[config.mk]
export PLATFORM = sky130hd
export DESIGN_NAME = cdr_dig_loop
export DESIGN_NICKNAME = d
export VERILOG_FILES = /design/src/rtl/cdr_dig_loop.sv
export SDC_FILE = /design/constraint.sdc
export NUM_CORES = 1
export LEC_CHECK = 0
export CELL_PAD_IN_SITES_DETAIL_PLACEMENT = 0
export CELL_PAD_IN_SITES_GLOBAL_PLACEMENT = 2
export CORE_AREA = 2 2 94 96
export CTS_CLUSTER_DIAMETER = 100
export CTS_CLUSTER_SIZE = 40
export DETAILED_ROUTE_END_ITERATION = 12
export DIE_AREA = 0 0 96 98
export GPL_TIMING_DRIVEN = 0
export HOLD_SLACK_MARGIN = 0.03
export PLACE_DENSITY_LB_ADDON = 0.05
export SETUP_SLACK_MARGIN = 0.4
export SYNTH_ARGS = -nofsm -noshare
export SYNTH_HDL_FRONTEND = slang
export SYNTH_SLANG_ARGS = --single-unit
[constraint.sdc]
create_clock -name clk -period 8.7 [get_ports clk]
set_input_delay 1.74 -clock clk [delete_from_list [all_inputs] [get_ports clk]]
set_output_delay 1.74 -clock clk [all_outputs]
set_load 0.05 [all_outputs]
[src/rtl/cdr_dig_loop.sv]
// Digital bang-bang CDR loop: Alexander phase detector with majority vote, lock FSM and PI code accumulator.
// Optional macro CDR_FREQ_PATH_EN enables the saturating integral (frequency) path for a 2nd-order loop.
module cdr_dig_loop #(
    parameter int unsigned DATA_W     = 4,
    parameter int unsigned PI_CODE_W  = 7,
    parameter int unsigned FRAC_W     = 8,
    parameter int unsigned INT_W      = 12,
    parameter int unsigned KP_ACQ     = 6,
    parameter int unsigned KP_TRK     = 4,
    parameter int unsigned LOCK_WIN   = 64,
    parameter int unsigned LOCK_THR   = 4,
    parameter int unsigned LOCK_HITS  = 4,
    parameter int unsigned UNLOCK_THR = 16
) (
    input  logic                 clk,
    input  logic                 rst_n,
    input  logic                 en,
    input  logic                 smp_valid,
    input  logic [DATA_W-1:0]    data_smp,
    input  logic [DATA_W-1:0]    edge_smp,
    output logic [PI_CODE_W-1:0] pi_code,
    output logic [DATA_W-1:0]    dout,
    output logic                 dout_valid,
    output logic                 lock,
    output logic [INT_W-1:0]     int_acc
);
    localparam int unsigned PH_W  = PI_CODE_W + FRAC_W;
    localparam int unsigned WC_W  = $clog2(LOCK_WIN);
    localparam int unsigned NET_W = WC_W + 2;
    localparam int unsigned HIT_W = $clog2(LOCK_HITS + 1);
    localparam int unsigned CNT_W = $clog2(DATA_W + 1);

    typedef enum logic [1:0] {IDLE, ACQ, LOCKED} state_e;

    state_e                 state_q, state_d;
    logic [PH_W-1:0]        phase_acc_q, phase_acc_d;
    logic [PI_CODE_W-1:0]   pi_code_q, pi_code_d;
    logic [DATA_W-1:0]      dout_q, dout_d;
    logic                   dout_valid_q, dout_valid_d;
    logic                   lock_q, lock_d;
    logic                   prev_bit_q, prev_bit_d;
    logic [WC_W-1:0]        win_q, win_d;
    logic [NET_W-1:0]       net_q, net_d;
    logic [HIT_W-1:0]       hits_q, hits_d;

    logic                   upd;
    logic [DATA_W-1:0]      prev_vec;
    logic [CNT_W-1:0]       n_early, n_late;
    logic [1:0]             vote;
    logic [PH_W-1:0]        vote_ext, p_term, i_term;
    logic [NET_W-1:0]       net_nx, net_abs;

`ifdef CDR_FREQ_PATH_EN
    localparam logic [INT_W-1:0] INT_MAX = {1'b0, {(INT_W-1){1'b1}}};
    localparam logic [INT_W-1:0] INT_MIN = {1'b1, {(INT_W-2){1'b0}}, 1'b1};
    logic [INT_W-1:0] int_acc_q, int_acc_d;
`endif

    assign upd = en & smp_valid;

    // Alexander detector: each transition is either early or late depending on the edge sample
    always_comb begin
        prev_vec = {data_smp[DATA_W-2:0], prev_bit_q};
        n_early  = '0;
        n_late   = '0;
        for (int i = 0; i < DATA_W; i++) begin
            if (prev_vec[i] ^ data_smp[i]) begin
                if (edge_smp[i] == prev_vec[i]) n_early = n_early + CNT_W'(1);
                else                            n_late  = n_late + CNT_W'(1);
            end
        end
        if (n_early > n_late)      vote = 2'b01;
        else if (n_early < n_late) vote = 2'b11;
        else                       vote = 2'b00;
    end

    always_comb begin
        vote_ext = {{(PH_W-2){vote[1]}}, vote};
        p_term   = (state_q == LOCKED) ? (vote_ext << KP_TRK) : (vote_ext << KP_ACQ);
`ifdef CDR_FREQ_PATH_EN
        i_term   = {{(PH_W-INT_W){int_acc_q[INT_W-1]}}, int_acc_q};
`else
        i_term   = '0;
`endif
        net_nx   = net_q + {{(NET_W-2){vote[1]}}, vote};
        net_abs  = net_nx[NET_W-1] ? (~net_nx + NET_W'(1)) : net_nx;
    end

    always_comb begin
        state_d      = state_q;
        phase_acc_d  = phase_acc_q;
        pi_code_d    = pi_code_q;
        dout_d       = dout_q;
        dout_valid_d = 1'b0;
        lock_d       = lock_q;
        prev_bit_d   = prev_bit_q;
        win_d        = win_q;
        net_d        = net_q;
        hits_d       = hits_q;
`ifdef CDR_FREQ_PATH_EN
        int_acc_d    = int_acc_q;
`endif
        if (!en) begin
            state_d = IDLE;
            lock_d  = 1'b0;
            win_d   = '0;
            net_d   = '0;
            hits_d  = '0;
        end else begin
            if (upd) begin
                phase_acc_d  = phase_acc_q + p_term + i_term;
                pi_code_d    = phase_acc_d[PH_W-1 -: PI_CODE_W];
                prev_bit_d   = data_smp[DATA_W-1];
                dout_d       = data_smp;
                dout_valid_d = 1'b1;
`ifdef CDR_FREQ_PATH_EN
                if (vote == 2'b01 && int_acc_q != INT_MAX)
                    int_acc_d = int_acc_q + INT_W'(1);
                else if (vote == 2'b11 && int_acc_q != INT_MIN)
                    int_acc_d = int_acc_q - INT_W'(1);
`endif
            end
            case (state_q)
                IDLE: state_d = ACQ;
                ACQ, LOCKED: begin
                    if (upd) begin
                        if (win_q == WC_W'(LOCK_WIN - 1)) begin
                            win_d = '0;
                            net_d = '0;
                            if (state_q == ACQ) begin
                                if (net_abs <= NET_W'(LOCK_THR)) begin
                                    if (hits_q == HIT_W'(LOCK_HITS - 1)) begin
                                        state_d = LOCKED;
                                        lock_d  = 1'b1;
                                        hits_d  = '0;
                                    end else begin
                                        hits_d = hits_q + HIT_W'(1);
                                    end
                                end else begin
                                    hits_d = '0;
                                end
                            end else if (net_abs > NET_W'(UNLOCK_THR)) begin
                                state_d = ACQ;
                                lock_d  = 1'b0;
                                hits_d  = '0;
                            end
                        end else begin
                            win_d = win_q + WC_W'(1);
                            net_d = net_nx;
                        end
                    end
                end
                default: state_d = IDLE;
            endcase
        end
    end

    always_ff @(posedge clk or negedge rst_n) begin
        if (!rst_n) begin
            state_q      <= IDLE;
            phase_acc_q  <= '0;
            pi_code_q    <= '0;
            dout_q       <= '0;
            dout_valid_q <= 1'b0;
            lock_q       <= 1'b0;
            prev_bit_q   <= 1'b0;
            win_q        <= '0;
            net_q        <= '0;
            hits_q       <= '0;
`ifdef CDR_FREQ_PATH_EN
            int_acc_q    <= '0;
`endif
        end else begin
            state_q      <= state_d;
            phase_acc_q  <= phase_acc_d;
            pi_code_q    <= pi_code_d;
            dout_q       <= dout_d;
            dout_valid_q <= dout_valid_d;
            lock_q       <= lock_d;
            prev_bit_q   <= prev_bit_d;
            win_q        <= win_d;
            net_q        <= net_d;
            hits_q       <= hits_d;
`ifdef CDR_FREQ_PATH_EN
            int_acc_q    <= int_acc_d;
`endif
        end
    end

    assign pi_code    = pi_code_q;
    assign dout       = dout_q;
    assign dout_valid = dout_valid_q;
    assign lock       = lock_q;
`ifdef CDR_FREQ_PATH_EN
    assign int_acc    = int_acc_q;
`else
    assign int_acc    = '0;
`endif

endmodule

Yosys cells after proc, flatten, opt, wreduce, memory -nomap -nowiden
Cells that the tools add are included.
{"block": "totals", "ff_bits": 48, "elab_cells": 111, "out_inout_bits": 25}
{"block": "classes", "order_cmp": 4, "muxes": 54, "reduce_logical": 7, "n_bitwise": 6, "eq_ne": 19, "n_addsub": 11}
{"op": "3-bit 2-to-1 mux", "count": 22}
{"op": "8-bit 2-to-1 mux", "count": 5}
{"op": "6-bit 2-to-1 mux", "count": 4}
{"op": "3-bit by 1-bit adder with 3-bit output (second input constant)", "count": 7}
{"op": "2-bit 2-to-1 mux", "count": 9}
{"op": "15-bit adder", "count": 1}
{"op": "1-bit 2-to-1 mux", "count": 12}
{"op": "4-bit inequality test (second input constant)", "count": 3}
{"op": "8-bit by 1-bit adder with 8-bit output (second input constant)", "count": 1}
{"op": "8-bit adder", "count": 1}
{"op": "8-bit by 5-bit greater-than comparator with 1-bit output (second input constant)", "count": 1}
{"op": "8-bit by 3-bit less-or-equal comparator with 1-bit output (second input constant)", "count": 1}
{"op": "8-bit NOT", "count": 1}
{"op": "7-bit 2-to-1 mux", "count": 1}
{"op": "6-bit by 1-bit adder with 6-bit output (second input constant)", "count": 1}
{"op": "6-bit == test (second input constant)", "count": 1}
{"op": "2-bit by 1-bit inequality test with 1-bit output (second input constant)", "count": 3}
{"op": "3-bit by 2-bit inequality test with 1-bit output (second input constant)", "count": 2}
{"op": "3-bit inequality test (second input constant)", "count": 2}
{"op": "6-bit AND reduction", "count": 1}
{"op": "5-bit AND reduction", "count": 1}
{"op": "1-bit == test", "count": 4}
{"op": "2-bit case mux with 2 select lines", "count": 1}
{"op": "2-bit AND reduction", "count": 2}
{"op": "other kinds (11)", "count": 14}

Longest topological paths before layout
{"block": "logic_depth", "word_depth": 26, "mapped_depth": 28, "ltp_nobuf": 28}

Least setup slack after synthesis
Ideal clock, no wire load.
{"block": "synth_timing", "kind": "in2reg", "from": "input port data_smp[0]", "to": "register state_q[1]", "slack_ns": 1.907, "t_arrival_ns": 6.672, "required_ns": 8.578, "path_buffers": 0, "cell_stages": 27, "path_cell_list": "nand2b_1 mux2i_1 ha_1 mux2i_1 inv_1 ha_1 mux2i_1 inv_1 ha_1 o311a_1 o22ai_1 ha_1 nand3b_1 nand2_1 nand2_1 ha_1 inv_1 fa_1 and2b_1 o22a_1 xor2_2 o21ai_0 a211oi_1 a21oi_2 o32ai_2 o21ai_0 a32o_1"}
{"block": "synth_between", "elab_chain_cells": 21}
{"element": "from (decl)", "line": "19", "rtl": "input logic [DATA_W-1:0] data_smp,"}
{"element": "1-bit bitwise XOR", "line": "67", "rtl": "if (prev_vec[i] ^ data_smp[i]) begin"}
{"element": "3-bit 2-to-1 mux", "line": "67"}
{"element": "3-bit by 1-bit adder with 3-bit output (on tied branches)", "line": "68, 69"}
{"element": "3-bit 2-to-1 mux", "line": "68", "rtl": "if (edge_smp[i] == prev_vec[i]) n_early = n_early + CNT_W'(1);"}
{"element": "3-bit 2-to-1 mux", "line": "67"}
{"element": "3-bit by 1-bit adder with 3-bit output (on tied branches)", "line": "68, 69"}
{"element": "3-bit 2-to-1 mux", "line": "68"}
{"element": "3-bit 2-to-1 mux", "line": "67"}
{"element": "[5 not listed]"}
{"element": "2-bit 2-to-1 mux *", "line": "72", "rtl": "if (n_early > n_late) vote = 2'b01;"}
{"element": "8-bit adder *", "line": "85", "rtl": "net_nx = net_q + {{(NET_W-2){vote[1]}}, vote};"}
{"element": "8-bit NOT", "line": "86", "rtl": "net_abs = net_nx[NET_W-1] ? (~net_nx + NET_W'(1)) : net_nx;"}
{"element": "8-bit by 1-bit adder with 8-bit output", "line": "86"}
{"element": "8-bit 2-to-1 mux *", "line": "86"}
{"element": "8-bit by 3-bit less-or-equal comparator with 1-bit output / 8-bit by 5-bit greater-than comparator with 1-bit output (equally long branches)", "line": "131, 142"}
{"element": "4-bit inequality test (no line)"}
{"element": "5-bit AND reduction (no line) *"}
{"element": "to (signal assigned)", "line": "174", "rtl": "state_q <= state_d;"}
{"element": "to (decl)", "line": "35", "rtl": "state_e state_q, state_d;"}
Every way passes the cells marked *; elsewhere a longest branch is shown, timed or not.
A chain may end at the register's enable or synchronous reset.

Worst setup path after layout
Same ends and word-level chain as after synthesis.

==> flow_metrics.tcl <==
set metrics [dict create \
    status "completed" \
    synth_area_sq_um 3040 \
    drt-pass1-iter-count 4 \
    yosysWarnings 0 \
    fin_nets 430 \
    die_h_um 98 \
    start_kind "input port" \
    hold_ws_ns 0.477 \
    vias 2353 \
    diodes 0 \
    synth_edf_count 0 \
    setup_violations 0 \
    yosys_register_bits 36 \
    fin_worst_skew_ns 0.00516 \
    grt_pass1_vias 2269 \
    grt.overflow.total 0 \
    avgSynthCellArea_sq_um 8.86 \
    initial_utilization_pct 35.9 \
    seq_area_frac_synth_pct 29.7 \
    areaGrowthSynthToFinish_pct 19.2 \
    detail_route.wl_per_cell_um 12.7 \
    fin_crit_sh_pct 89.1 \
    timing.fmax_mhz 129 \
    ys_types 58 \
    syn_inst 343 \
    p_total_mw 1.38 \
    cp.required_ns 8.88 \
    gp_congestion 0.756 \
    fin_util_pct 42.8 \
    die_area_sq_um 9410 \
    report.final.slew_viol_count 0 \
    vias_per_cell 4.76 \
    ir_drop_mv 0.128 \
    fp-row-count 34 \
    hold_viol 0 \
    max-slew-margin-rel_pct 52.1 \
    htree_num_levels 2 \
    yosys_most_used_dff "dfrtp_1" \
    tns_ns 0 \
    hold_class "reg -> reg" \
    ant_nets 0 \
    critPathArrivalTime_ns 7.94 \
    grt_max_degree 28 \
    worst_pin_slew_ns 0.714 \
    cp_max_fo 6 \
    rsz0062_at_grt "no" \
    crit_path_end_kind "flop" \
    grt_usage_pct 14.1 \
    layout-drive-gt1-share_pct 13.0 \
    ios 37 \
    grt_pass1_wl_um 10700 \
    async_reset_ff_share_pct 100 \
    layout_min_cycle_time_ns 7.75 \
    clockRootBuffer "clkbuf_8" \
    max-cap-violations 0 \
    die_w_um 96 \
    leakage_nw 1.69 \
    r2r_slack_ns 2.51 \
    antenna_found_initial 0 \
    clk_path_buf_depth 2 \
    path_clk_slew_ns 0.08 \
    coreArea_sq_um 8470 \
    drc 0 \
    post-dp-hpwl_um 4830 \
    drt-total-wl_um 6280 \
    clock_latency_ns 0.29 \
    power_density_nw_per_um2 381 \
    cts_made_buffers 5 \
    numPortBuffers 23 \
    cts_hold_buf 0 \
    cts_tree "built" \
    cts_sinks 36 \
    drt_iter0_markers 38 \
    path_class "in -> reg" \
]
## final cells by class
class / count / area [sq um]
plain buffers: 26 / 174
clock buffers: 5 / 68.8
clock inverters: 3 / 90.1
fillers: 851 / 4840
inverters: 24 / 93.8
multi-input cells: 268 / 1910
flip-flops and latches: 36 / 901
well taps: 108 / 135
repair buffers: 24 / 245
## layout by cell type (no fill, tap or decap), drive strengths merged, types with 5 or more instances in the layout
master | synthesis | final
buf | 21 | 23
nor2 | 24 | 24
clkdlybuf4s50 | 0 | 22
clkbuf | 5 | 10
o31ai | 5 | 5
mux2 | 6 | 6
ha | 31 | 31
nand2b | 6 | 6
nand2 | 37 | 37
inv | 24 | 23
o21ai | 35 | 35
nor2b | 9 | 9
conb | 1 | 12
mux2i | 7 | 7
nor3 | 5 | 5
a21oi | 13 | 13
dfrtp | 36 | 36
xor2 | 14 | 14
xnor2 | 11 | 11
## metal layers
metal	wire [um]	GRT usage [%]	vias to the layer above
met5	0	0	-
met4	49	2.64	0
met3	163	2.78	6
met2	3010	23.6	24
met1	3050	19.0	1080
li1	-	-	1243
## Yosys cell counts, drive strengths merged (2+ instances only)
cell type	count	area share, %
a211oi	4	1.4
a21o	3	0.74
a21oi	13	2.4
a22o	3	0.87
a31oi	4	1.3
a32o	2	0.66
and2	3	0.62
and2b	2	0.49
and3	2	0.41
buf	21	5.1
clkbuf	5	0.62
dfrtp	36	30
fa	2	1.3
ha	31	13
inv	24	3.0
mux2	6	2.2
mux2i	7	2.3
nand2	37	4.6
nand2b	6	1.2
nand3	3	0.49
nand3b	2	0.49
nor2	24	3.0
nor2b	9	1.9
nor3	5	0.82
nor3b	2	0.49
o21a	2	0.49
o21ai	35	5.9
o31ai	5	1.2
or2	2	0.41
xnor2	11	3.4
xor2	14	4.3
## registers in the layout (all words and copies together), names as in the netlist
| register | count |
|---|---|
| pi_code | 6 |
| phase_acc_q | 5 |
| win_q | 6 |
| state_q | 2 |
| dout_valid | 1 |
| lock | 1 |
| dout | 4 |
| net_q | 8 |
| hits_q | 3 |
## timing repair
item	in CTS	in global routing
gates resized for setup	0	1
buffers inserted	0	0
endpoints found under the setup margin	0	4
## through the flow
stage | std cells | setup slack, ns | cell area [sq um]
detailed placement | 486 | 0.497 | 3460
floorplan | 354 | 1.91 | 3080
global route | 494 | 0.404 | 3620
finish | 494 | 0.949 | 3620
CTS | 494 | 0.800 | 3620
global placement | 485 | 0.509 | 3440
## logic make-up (layout without fill, tap and decap cells)
kind of cell    after synthesis  count (layout)  share of synthesized area [%]
buf+inv                      50              82                           8.69
other cells                   1              12                          0.123
fa+ha+maj                    33              33                           14.1
mux                          13              13                           4.53
flops                        36              36                           29.7
simple gates                101             101                           15.9
compound gates               84              84                           19.3
xor+xnor                     25              25                           7.70
## power by group
group          internal [mW]  switching [mW]
clock network          0.143          0.0662
logic                  0.377           0.541
registers              0.218          0.0349
## critical path, cell delays in order
cell and delay [ns]:
clkdlybuf4s50_1 0.50, nand2b_1 0.21, mux2i_1 0.18, ha_1 0.26, mux2i_1 0.25, inv_1 0.08
ha_1 0.27, mux2i_1 0.26, inv_1 0.08, ha_1 0.31, o311a_1 0.29, o22ai_1 0.15
ha_1 0.26, nand3b_1 0.08, nand2_1 0.18, nand2_1 0.12, ha_1 0.22, inv_1 0.07
fa_1 0.42, and2b_1 0.27, o22a_1 0.19, xor2_2 0.29, o21ai_0 0.14, a211oi_1 0.30
a21oi_2 0.11, o32ai_2 0.30, o21ai_0 0.15, a32o_1 0.24
## path summary, 6_finish.rpt
| path | from | to | depth (start not counted) |
|---|---|---|---|
| max | data_smp[0] | state_q[1] | 28 |
| min | phase_acc_q[14] | phase_acc_q[14] | 1 |
| max reg2reg | dout[3] | state_q[1] | 27 |
| min reg2reg | phase_acc_q[14] | phase_acc_q[14] | 1 |
| max in group asynchronous | rst_n | win_q[5] | 2 |
| min in group asynchronous | rst_n | pi_code[2] | 1 |
(Power assumes the default switching activity.)
